==> src/rtl/hdlc_rx_frame_buffer_pkg.sv <==
// Shared types and default constants for the HDLC receive frame buffer.
package hdlc_rxbuf_pkg;

  typedef enum logic [0:0] {
    RXB_FILL  = 1'b0,
    RXB_READY = 1'b1
  } rxb_state_e;

  localparam int RXB_DATA_W             = 8;
  localparam int RXB_DEPTH              = 128;
  localparam int RXB_FCS_BYTES          = 2;
  localparam int RXB_ALMOST_FULL_MARGIN = 4;

endpackage

==> src/rtl/hdlc_rx_frame_buffer_if.sv <==
// Handshake/data bundle between the Rx framer side and the register side of
// the receive frame buffer. Fill-level outputs exist only when
// HDLC_RXBUF_FILL_LEVEL_EN is defined.
interface hdlc_rx_frame_buffer_if #(
  parameter int DATA_W = 8,
  parameter int SIZE_W = 8
);

  logic              Rx_NewByte;
  logic [DATA_W-1:0] Rx_Data;
  logic              Rx_EoF;
  logic              Rx_FrameError;
  logic              Rx_AbortSignal;
  logic              Rx_Drop;
  logic              Rx_RdBuff;
  logic [DATA_W-1:0] Rx_DataBuff;
  logic              Rx_Ready;
  logic [SIZE_W-1:0] Rx_FrameSize;
  logic              Rx_Overflow;
`ifdef HDLC_RXBUF_FILL_LEVEL_EN
  logic [SIZE_W-1:0] Rx_FillLevel;
  logic              Rx_AlmostFull;
`endif

  // Buffer side
  modport slave (
    input  Rx_NewByte, Rx_Data, Rx_EoF, Rx_FrameError, Rx_AbortSignal,
           Rx_Drop, Rx_RdBuff,
`ifdef HDLC_RXBUF_FILL_LEVEL_EN
    output Rx_FillLevel, Rx_AlmostFull,
`endif
    output Rx_DataBuff, Rx_Ready, Rx_FrameSize, Rx_Overflow
  );

  // Framer / register-interface side
  modport master (
    output Rx_NewByte, Rx_Data, Rx_EoF, Rx_FrameError, Rx_AbortSignal,
           Rx_Drop, Rx_RdBuff,
`ifdef HDLC_RXBUF_FILL_LEVEL_EN
    input  Rx_FillLevel, Rx_AlmostFull,
`endif
    input  Rx_DataBuff, Rx_Ready, Rx_FrameSize, Rx_Overflow
  );

endinterface

==> src/rtl/hdlc_rx_frame_buffer_ram.sv <==
// Frame storage: DEPTH x DATA_W register array with one synchronous write
// port and one registered read port. Contents are never reset; only the
// read data register is.
module hdlc_rxbuf_ram #(
  parameter int DATA_W = 8,
  parameter int DEPTH  = 128,
  parameter int AW     = 7
) (
  input  logic              clk,
  input  logic              rst,
  input  logic              we,
  input  logic [AW-1:0]     waddr,
  input  logic [DATA_W-1:0] wdata,
  input  logic              re,
  input  logic [AW-1:0]     raddr,
  output logic [DATA_W-1:0] rdata
);

  logic [DATA_W-1:0] mem [DEPTH];

  // Write port: store the incoming word at the given address
  always_ff @(posedge clk) begin
    if (we) mem[waddr] <= wdata;
  end

  // Read port: one-cycle latency, holds value when not reading
  always_ff @(posedge clk or posedge rst) begin
    if (rst)     rdata <= '0;
    else if (re) rdata <= mem[raddr];
  end

endmodule

==> src/rtl/hdlc_rx_frame_buffer.sv <==
// HDLC receive frame buffer: captures one frame, reports its payload length
// (FCS words excluded), flags lost words, and serves byte-wise readout with
// drop/abort/error discard. Optional fill-level outputs are enabled by
// defining HDLC_RXBUF_FILL_LEVEL_EN.
module hdlc_rx_frame_buffer
  import hdlc_rxbuf_pkg::*;
#(
  parameter int DATA_W    = RXB_DATA_W,
  parameter int DEPTH     = RXB_DEPTH,
  parameter int FCS_BYTES = RXB_FCS_BYTES,
  parameter int SIZE_W    = $clog2(DEPTH+1)
) (
  input  logic                  Clk,
  input  logic                  Rst,
  hdlc_rx_frame_buffer_if.slave bus
);

  localparam int AW = (DEPTH > 1) ? $clog2(DEPTH) : 1;

  localparam logic [0:0] S_FILL  = RXB_FILL;
  localparam logic [0:0] S_READY = RXB_READY;

  logic [0:0]        state;
  logic [SIZE_W-1:0] count;
  logic [SIZE_W-1:0] count_nx;
  logic [SIZE_W-1:0] rptr;
  logic [SIZE_W-1:0] frame_size;
  logic              ready;
  logic              overflow;

  logic              in_fill;
  logic              discard;
  logic              full;
  logic              wr_en;
  logic              rd_en;
  logic              ovf_set;
  logic              ovf_clr;

  // Payload length once the trailing FCS words are removed; only called
  // when the count is known to exceed FCS_BYTES, so it never underflows.
  function automatic logic [SIZE_W-1:0] payload_len(input logic [SIZE_W-1:0] c);
    return c - SIZE_W'(FCS_BYTES);
  endfunction

  assign in_fill  = (state == S_FILL);
  assign discard  = bus.Rx_FrameError | bus.Rx_AbortSignal;
  assign full     = (int'(count) >= DEPTH);
  assign wr_en    = in_fill & bus.Rx_NewByte & ~discard & ~full;
  assign count_nx = count + {{(SIZE_W-1){1'b0}}, wr_en};
  assign ovf_set  = in_fill & bus.Rx_NewByte & ~discard & full;
  assign ovf_clr  = wr_en & (count == '0);
  assign rd_en    = ~in_fill & bus.Rx_RdBuff & ~bus.Rx_Drop;

  hdlc_rxbuf_ram #(
    .DATA_W (DATA_W),
    .DEPTH  (DEPTH),
    .AW     (AW)
  ) u_ram (
    .clk   (Clk),
    .rst   (Rst),
    .we    (wr_en),
    .waddr (count[AW-1:0]),
    .wdata (bus.Rx_Data),
    .re    (rd_en),
    .raddr (rptr[AW-1:0]),
    .rdata (bus.Rx_DataBuff)
  );

  // Frame capture / readout control
  always_ff @(posedge Clk or posedge Rst) begin
    if (Rst) begin
      state      <= S_FILL;
      count      <= '0;
      rptr       <= '0;
      frame_size <= '0;
      ready      <= 1'b0;
      overflow   <= 1'b0;
    end else begin
      case (state)
        S_FILL: begin
          // A set always wins over a clear in the same cycle
          if (ovf_set)      overflow <= 1'b1;
          else if (ovf_clr) overflow <= 1'b0;

          if (discard) begin
            count <= '0;
          end else if (bus.Rx_EoF) begin
            if (int'(count_nx) > FCS_BYTES) begin
              frame_size <= payload_len(count_nx);
              ready      <= 1'b1;
              rptr       <= '0;
              count      <= count_nx;
              state      <= S_READY;
            end else begin
              count <= '0;
            end
          end else begin
            count <= count_nx;
          end
        end

        S_READY: begin
          // Only one frame is held; anything arriving now is lost
          if (bus.Rx_NewByte) overflow <= 1'b1;

          if (bus.Rx_Drop) begin
            ready      <= 1'b0;
            frame_size <= '0;
            count      <= '0;
            state      <= S_FILL;
          end else if (bus.Rx_RdBuff) begin
            rptr <= rptr + 1'b1;
            if (rptr == frame_size - 1'b1) begin
              ready      <= 1'b0;
              frame_size <= '0;
              count      <= '0;
              state      <= S_FILL;
            end
          end
        end

        default: state <= S_FILL;
      endcase
    end
  end

  assign bus.Rx_Ready     = ready;
  assign bus.Rx_FrameSize = frame_size;
  assign bus.Rx_Overflow  = overflow;

`ifdef HDLC_RXBUF_FILL_LEVEL_EN
  assign bus.Rx_FillLevel  = in_fill ? count : '0;
  assign bus.Rx_AlmostFull = in_fill & (int'(count) >= DEPTH - RXB_ALMOST_FULL_MARGIN);
`endif

endmodule

==> src/flat_wrapper.sv <==
// flat-port wrapper written by rule: the top's interface ports become plain ports
module hdlc_rx_frame_buffer_flat import hdlc_rxbuf_pkg::*;
#(
  parameter int DATA_W    = RXB_DATA_W,
  parameter int DEPTH     = RXB_DEPTH,
  parameter int FCS_BYTES = RXB_FCS_BYTES,
  parameter int SIZE_W    = $clog2(DEPTH+1)
)
  (Clk, Rst, bus_Rx_NewByte, bus_Rx_Data, bus_Rx_EoF, bus_Rx_FrameError, bus_Rx_AbortSignal, bus_Rx_Drop, bus_Rx_RdBuff, bus_Rx_DataBuff, bus_Rx_Ready, bus_Rx_FrameSize, bus_Rx_Overflow);
  hdlc_rx_frame_buffer_if #(.DATA_W(DATA_W), .SIZE_W(SIZE_W)) bus_i ();
  input  logic Clk;
  input  logic Rst;
  input wire logic [$bits(bus_i.Rx_NewByte)-1:0] bus_Rx_NewByte;
  input wire logic [$bits(bus_i.Rx_Data)-1:0] bus_Rx_Data;
  input wire logic [$bits(bus_i.Rx_EoF)-1:0] bus_Rx_EoF;
  input wire logic [$bits(bus_i.Rx_FrameError)-1:0] bus_Rx_FrameError;
  input wire logic [$bits(bus_i.Rx_AbortSignal)-1:0] bus_Rx_AbortSignal;
  input wire logic [$bits(bus_i.Rx_Drop)-1:0] bus_Rx_Drop;
  input wire logic [$bits(bus_i.Rx_RdBuff)-1:0] bus_Rx_RdBuff;
  output wire logic [$bits(bus_i.Rx_DataBuff)-1:0] bus_Rx_DataBuff;
  output wire logic [$bits(bus_i.Rx_Ready)-1:0] bus_Rx_Ready;
  output wire logic [$bits(bus_i.Rx_FrameSize)-1:0] bus_Rx_FrameSize;
  output wire logic [$bits(bus_i.Rx_Overflow)-1:0] bus_Rx_Overflow;
  assign bus_i.Rx_NewByte = bus_Rx_NewByte;
  assign bus_i.Rx_Data = bus_Rx_Data;
  assign bus_i.Rx_EoF = bus_Rx_EoF;
  assign bus_i.Rx_FrameError = bus_Rx_FrameError;
  assign bus_i.Rx_AbortSignal = bus_Rx_AbortSignal;
  assign bus_i.Rx_Drop = bus_Rx_Drop;
  assign bus_i.Rx_RdBuff = bus_Rx_RdBuff;
  assign bus_Rx_DataBuff = bus_i.Rx_DataBuff;
  assign bus_Rx_Ready = bus_i.Rx_Ready;
  assign bus_Rx_FrameSize = bus_i.Rx_FrameSize;
  assign bus_Rx_Overflow = bus_i.Rx_Overflow;
  hdlc_rx_frame_buffer #(.DATA_W(DATA_W), .DEPTH(DEPTH), .FCS_BYTES(FCS_BYTES), .SIZE_W(SIZE_W)) u_core (.Clk(Clk), .Rst(Rst), .bus(bus_i));
endmodule
==> config.mk <==
export PLATFORM = sky130hd
export DESIGN_NAME = hdlc_rx_frame_buffer_flat
export DESIGN_NICKNAME = d
export VERILOG_FILES = /design/src/rtl/hdlc_rx_frame_buffer_pkg.sv /design/src/rtl/hdlc_rx_frame_buffer_if.sv /design/src/rtl/hdlc_rx_frame_buffer_ram.sv /design/src/rtl/hdlc_rx_frame_buffer.sv /design/src/flat_wrapper.sv
export SDC_FILE = /design/constraint.sdc
export NUM_CORES = 1
export LEC_CHECK = 0
export BUFFER_PORTS_ARGS = -buffer_cell sky130_fd_sc_hd__buf_2
export CORE_MARGIN = 4
export CORE_UTILIZATION = 50
export CTS_BUF_LIST = sky130_fd_sc_hd__clkbuf_2
export CTS_CLUSTER_SIZE = 16
export DETAILED_ROUTE_END_ITERATION = 8
export GPL_TIMING_DRIVEN = 0
export PLACE_DENSITY = 0.78
export SLEW_MARGIN = 20
export SYNTH_ARGS = -nofsm -noshare
export SYNTH_HDL_FRONTEND = slang
export SYNTH_SLANG_ARGS = --single-unit
==> constraint.sdc <==
create_clock -name Clk -period 3.6 [get_ports Clk]
set_clock_uncertainty 0.2 [all_clocks]
set_input_delay 0.18 -clock Clk [delete_from_list [all_inputs] [get_ports Clk]]
set_output_delay 0.18 -clock Clk [all_outputs]
set_load 0.1 [all_outputs]
==> results of run 1 <==
==> layout make-up <==
type | count | area (µm²)
fill | 5922 | 35100
sequential | 1059 | 31600
multi-input combinational | 922 | 10100
clock buffer | 354 | 1770
tap | 1070 | 1340
timing repair buffer | 102 | 1140
buffer | 117 | 796
clock inverter | 78 | 454
inverter | 10 | 38.8
antenna | 6 | 15.0
==> per-layer routing <==
layer | vias to the layer above | wire, µm | global-route usage (%)
met5 | - | 92 | 0
met4 | 4 | 8440 | 17.3
met3 | 487 | 21600 | 12.8
met2 | 2529 | 55600 | 41.8
met1 | 12300 | 42600 | 37.8
li1 | 9547 | - | -
==> critical path, cell delays in order, from the launching register on <==
cell and delay, ps:
dfrtp_1 580, clkbuf_2 420, clkbuf_2 600, clkbuf_2 550, nand2_1 470, o22ai_1 600
o32ai_1 260, a21oi_1 180
==> cells by family after synthesis <==
| family | count (synthesis) |
|---|---|
| compound gates | 227 |
| xor+xnor | 20 |
| fa+ha+maj | 5 |
| buf+inv | 131 |
| flops | 1059 |
| mux | 318 |
| simple gates | 352 |
==> cell usage after synthesis, drive strengths merged (4+ instances only) <==
cell / instances
ha: 5
o22ai: 22
o31ai: 5
clkbuf: 58
nor2: 169
o21ai: 30
mux2i: 82
and2: 10
o32ai: 4
a31oi: 9
mux4: 233
a22oi: 29
inv: 8
nor2b: 14
or3: 5
a21oi: 39
dfrtp: 35
or2: 4
xnor2: 12
nand4: 6
o221ai: 7
buf: 63
xor2: 8
a22o: 16
a211o: 4
edfxtp: 1024
and3: 7
o211ai: 9
nor4: 8
a211oi: 15
nand3: 25
nand2: 83
a221oi: 7
a2111oi: 8
nor3: 10
==> cell usage in the layout (no fill, tap or decap), drive strengths merged, types with 39 or more instances in the layout <==
master       netlist  final
nor2             169    169
clkbuf            58    402
clkinv             2     70
nand2             83     83
mux2i             82     82
edfxtp          1024   1024
mux4             233    233
dlygate4sd3        0     46
a21oi             39     39
buf               63    121
==> flip-flops by register name (all words and copies together), names as in the netlist <==
name / count
u_core.bus.Rx_FrameSize: 8
u_core.rptr: 8
u_core.count: 8
u_core.u_ram.rdata: 8
u_core.u_ram.mem: 1024
u_core.bus.Rx_Overflow: 1
u_core.bus.Rx_Ready: 1
u_core.state: 1
==> power by group <==
| part | internal (mW) | switching, mW | leakage [nW] |
|---|---|---|---|
| sequential | 13.5 | 0.00196 | 9.68 |
| clock | 2.86 | 4.83 | 1.68 |
| combinational | 0.108 | 0.269 | 3.46 |
==> repair_timing <==
action | in CTS | in global routing
hold endpoints to repair | 1528 | 0
cloned | 0 | 0
setup endpoints to repair | 771 | 531
hold buffers | 54 | 0
pin swaps | 3 | 4
gates resized for setup | 211 | 100
setup buffers | 3 | 2
==> path summary, 6_finish.rpt <==
kind                            slack, ps           startpoint                endpoint  cells past startpoint
worst max-delay path                 -270       u_core.rptr[3]   u_core.u_ram.rdata[5]                      7
worst min-delay path                  150          bus_Rx_Drop   u_core.u_ram.rdata[6]                      7
worst max register to register       -270       u_core.rptr[3]   u_core.u_ram.rdata[5]                      7
worst min register to register        300  u_core.bus.Rx_Ready     u_core.bus.Rx_Ready                      1
max in group asynchronous            2350                  Rst         u_core.count[5]                      6
min in group asynchronous             240                  Rst  u_core.bus.Rx_Overflow                      5
==> stage by stage <==
| step | worst slack (ps) | utilization, % | std cells | hold WS, ps | TNS, ps |
|---|---|---|---|---|---|
| 2_1_floorplan | 182 | - | 2112 | 78.9 | 0 |
| 3_3_place_gp | -1920 | 52.4 | 3215 | 226 | -362300 |
| 3_5_place_dp | -1570 | 52.8 | 3225 | -43.5 | -374680 |
| 4_1_cts | -169 | 57.0 | 3710 | 51.5 | -20410 |
| 5_1_grt | -126 | 57.4 | 3716 | 154 | -9060 |
| 6_report | -273 | 57.4 | 3718 | 151 | -22530 |
==> reports/results.ini, run 1 <==
[layout]
drive_above_1_share_pct=33.6
final_nets=2470
syn_to_final_growth_pct=13.5
fin_area_um2=47300

[placement]
placed_cell_area_um2=43500
post-dp-hpwl_mm=80.6
place_congestion=1.05
portBuffers=33

[die]
die_height_um=297
die_w_um=297
fp-row-count=105
io_pins=34
initial_core_util_pct=50.6
fp.coreArea_um2=82400
die-area_um2=88000

[power]
p_leak_nw=14.8
powerDensity_nw_per_um2=456
ir_worst_vdd_v=0.000335
power_mw=21.6

[sta]
fin_crit_ps=3870
max_freq_mhz=258
rsz0062_at_grt=true
worst_slew_pin_slew_ps=1260
slew_viol_final=0
relSlewSlack_pct=16.1
hold_viol_final=0
finalSetupViolations=236
fin_crit_sh_pct=108
fin_ws_ps=-273

[logic_synthesis]
synth.avg_cell_area_um2=19.7
yosys.area_share.simple_pct=3.70
synth_mux_area_share_pct=14.6
synth_top_family_by_area=multiplexers
ys_top_cells_by_area=edfxtp_1, mux4_2, dfrtp_1, mux2i_1, nor2_1
syn_inst=2112
yosys.area.top_type=edfxtp_1
ys_warn_count=0
synth_compound_area_share_pct=3.80
synth_nets=2133
synth-main-ff-cell=edfxtp_1
synth_xor_area_share_pct=0.420
synth_adder_area_share_pct=0.150
synth_top_area_share_pct=73.8
synth.distinct_cells=63
syn-cell-area_um2=41700
async_flop_share_pct=3.31
synth_edf_count=1024
ys_seq_area_share_pct=75.9
synth_seq_cells=1059

[worst_setup_path]
critPathArrivalTime_ps=5210
critPathLaunchType=flop
criticalPathCategory=reg2reg
cp_max_fo=10
cp-end-kind=flop
worstPathRequired_ps=4940

[outcome]
violations=negative setup slack
status=finished with violations

[clock_tree]
cts_buffer_depth=3
clock_latency_ps=1530
cts-root-buf=clkbuf_2
path_clk_slew_ps=120
htreeDepth=4
cts_sinks=1059
cts_buffers=237
cts_tree=built

[grt]
grt_pass1_wl_mm=178
grt-ovfl-total=0
grt_pass1_vias=24300
grt.total_usage_pct=29.4
grt_max_degree=97
antenna_found_initial=6

[route]
drt_pass1_iterations=6
ant_nets=0
drc=0
vias_per_cell=6.69
wirelength_mm=128
wl_per_cell_um=34.5
vias=24900
first_iter_violations=4400

[flow_run]
drv_cap=0

[worst_hold_path]
min_path_type=in2reg

(Power assumes the default switching activity.)
==> run 2: changes to the inputs <==
- CELL_PAD_IN_SITES_DETAIL_PLACEMENT: not set -> 0
- CELL_PAD_IN_SITES_GLOBAL_PLACEMENT: not set -> 1
- PLACE_DENSITY: 0.78 -> 0.85
==> run 2 against run 1 <==
  * The run still ends with negative setup slack left
  * Core utilization is 0.10 points lower
  * Global-route usage increased by 0.077 points
  * Critical path type unchanged
  * Clock power fell by 0.5%
  * Sequential share of layout area up 0.12 points
==> reports/results.ini, run 2 (synthesized netlist as in run 1, its figures left out) <==
[power]
p_leak_nw=14.9  ; +0.37%
ir_worst_vdd_v=0.000272  ; -19%
powerDensity_nw_per_um2=456  ; about the same
power_mw=21.5  ; -0.19%

[route]
wl_per_cell_um=34.2  ; -0.85%
first_iter_violations=4348  ; -1.2%
wirelength_mm=127  ; -0.72%
vias=24800  ; -0.37%
ant_nets=0  ; unchanged
drt_pass1_iterations=6  ; unchanged
drc=0  ; unchanged
vias_per_cell=6.65  ; -0.50%

[clock_tree]
htreeDepth=5  ; +1
clock_latency_ps=1450  ; -80 ps
cts_tree=built
cts_buffers=275  ; +16%
cts_sinks=1059  ; unchanged
cts-root-buf=clkbuf_2
cts_buffer_depth=4  ; +1
path_clk_slew_ps=110  ; about the same

[grt]
grt_max_degree=105  ; +8.2%
grt_pass1_vias=24700  ; +1.4%
grt.total_usage_pct=29.5  ; +0.077 points
antenna_found_initial=6  ; unchanged
grt-ovfl-total=0  ; unchanged
grt_pass1_wl_mm=178  ; +0.31%

[worst_setup_path]
worstPathRequired_ps=4810  ; -130 ps
crit_buf_inv=2  ; -1
criticalPathCategory=reg2reg
critPathLaunchType=flop
slowest_stage=a311oi_2
critPathArrivalTime_ps=4930  ; -280 ps
cp_max_fo=10  ; unchanged
critPathMaxStageDelay_ps=740  ; +140 ps
crit_chain=clkinv_2 > nor2_4 > clkbuf_2 > a22oi_1 > a311oi_2 > o32ai_1 > a21oi_1
cp-end-kind=flop
critical_path.top_delay_family=compound AO/OA/AOI/OAI gates

[outcome]
status=finished with violations
violations=negative setup slack

[sta]
fin_crit_sh_pct=103  ; -4.3 points
slew_viol_final=0  ; unchanged
fin_hold_ws_ps=135  ; -15.8 ps
fin_ws_ps=-117  ; +156 ps
max_freq_mhz=269  ; +4.2%
worst_slew_pin_slew_ps=1280  ; +18.0 ps
rsz0062_at_grt=true
fin_crit_ps=3720  ; -156 ps
finalSetupViolations=80  ; -66%
hold_viol_final=0  ; unchanged
relSlewSlack_pct=14.9  ; -1.2 points

[placement]
dp.cells=3225  ; unchanged
placed_cell_area_um2=43500  ; about the same
post-dp-hpwl_mm=82.0  ; +1.7%
portBuffers=33  ; unchanged
place_congestion=1.02  ; -2.9%

[flow_run]
drv_cap=0  ; unchanged

[worst_hold_path]
min_path_type=in2reg

[layout]
final_nets=2505  ; +1.4%
final_cell_mix=edfxtp_1, clkbuf_2, mux4_2
fin_cells=3723  ; +0.13%
fin_area_um2=47200  ; -0.18%
drive_above_1_share_pct=34.5  ; +0.91 points
syn_to_final_growth_pct=13.3
nFillCells=6008  ; +1.5%
final_common_cell=edfxtp_1
top_register=u_core.u_ram.mem
largest_reg_flops=1024  ; unchanged

[die]
fp.coreArea_um2=82400  ; unchanged
initial_core_util_pct=50.6  ; unchanged
io_pins=34  ; unchanged
die_height_um=297  ; unchanged
die-area_um2=88000  ; unchanged
die_w_um=297  ; unchanged
fp-row-count=105  ; unchanged

[run 2: changes by cell type in the layout (fill, tap and decap cells not counted), moves of 4 or more]
| cell | change |
|---|---|
| nand2_2 | +4 |
| dlygate4sd3_1 | -5 |
| nor2_4 | -5 |
| nor2_2 | +6 |
| nand2_1 | -4 |
| clkbuf_4 | +4 |
| clkinv_1 | -10 |
| clkbuf_2 | +29 |
| inv_2 | +4 |
[run 2: where the power goes]
group	internal, mW	total, mW	switching, mW
Combinational	0.106	0.370	0.265
Clock	2.95	7.66	4.71
Sequential	13.5	13.5	0.00205
Total	16.5	21.5	4.98
[run 2: final cells by class]
class | instances | area (µm²) | share of cell area, %
Clock inverter | 60 | 287 | 0.607
Multi-Input combinational cell | 922 | 10100 | 21.4
Sequential cell | 1059 | 31600 | 67.0
Clock buffer | 381 | 1910 | 4.04
Tap cell | 1070 | 1340 | 2.84
Inverter | 10 | 38.8 | 0.0821
Antenna cell | 5 | 12.5 | 0.0265
Buffer | 117 | 781 | 1.65
Timing Repair Buffer | 99 | 1100 | 2.33
[run 2: final timing paths]
check,depth (start not counted),endpoint,startpoint,slack (ps)
max,7,u_core.u_ram.rdata[5],u_core.rptr[3],-120
min,4,u_core.u_ram.mem[52][2],bus_Rx_Data[2],140
max reg2reg,7,u_core.u_ram.rdata[5],u_core.rptr[3],-120
min reg2reg,1,u_core.bus.Rx_Ready,u_core.bus.Rx_Ready,310
max in group asynchronous,7,u_core.u_ram.rdata[4],Rst,2330
min in group asynchronous,6,u_core.bus.Rx_Ready,Rst,310
[run 2: timing repair]
| action | in CTS | in global routing |
|---|---|---|
| resized for setup | 245 | 54 |
| pin swaps | 0 | 3 |
| hold buffers | 48 | 2 |
| setup buffers | 3 | 3 |
| endpoints found under the setup margin | 869 | 297 |
| hold endpoints to repair | 1322 | 43 |
[run 2: worst min-delay path, stage by stage]
cell and delay [ps]:
dlygate4sd3_1 520, dlygate4sd3_1 550, buf_4 130, buf_16 230
[run 2: stage by stage]
stage	worst slack, ps	TNS [ps]	utilization [%]
4_1_cts	-93.9	-549	57.0
2_1_floorplan	182	0	-
6_report	-117	-2510	57.3
3_3_place_gp	-1660	-304870	52.4
3_5_place_dp	-1470	-337640	52.8
5_1_grt	-110	-6880	57.3
[run 2: per-layer routing]
| layer | part of all wire (%) | global-route usage, % | wire, µm |
|---|---|---|---|
| met5 | 0.018 | 0 | 23 |
| met4 | 5.8 | 15.4 | 7340 |
| met1 | 35 | 39.0 | 44200 |
| met3 | 15 | 10.6 | 18800 |
| met2 | 45 | 43.5 | 57100 |
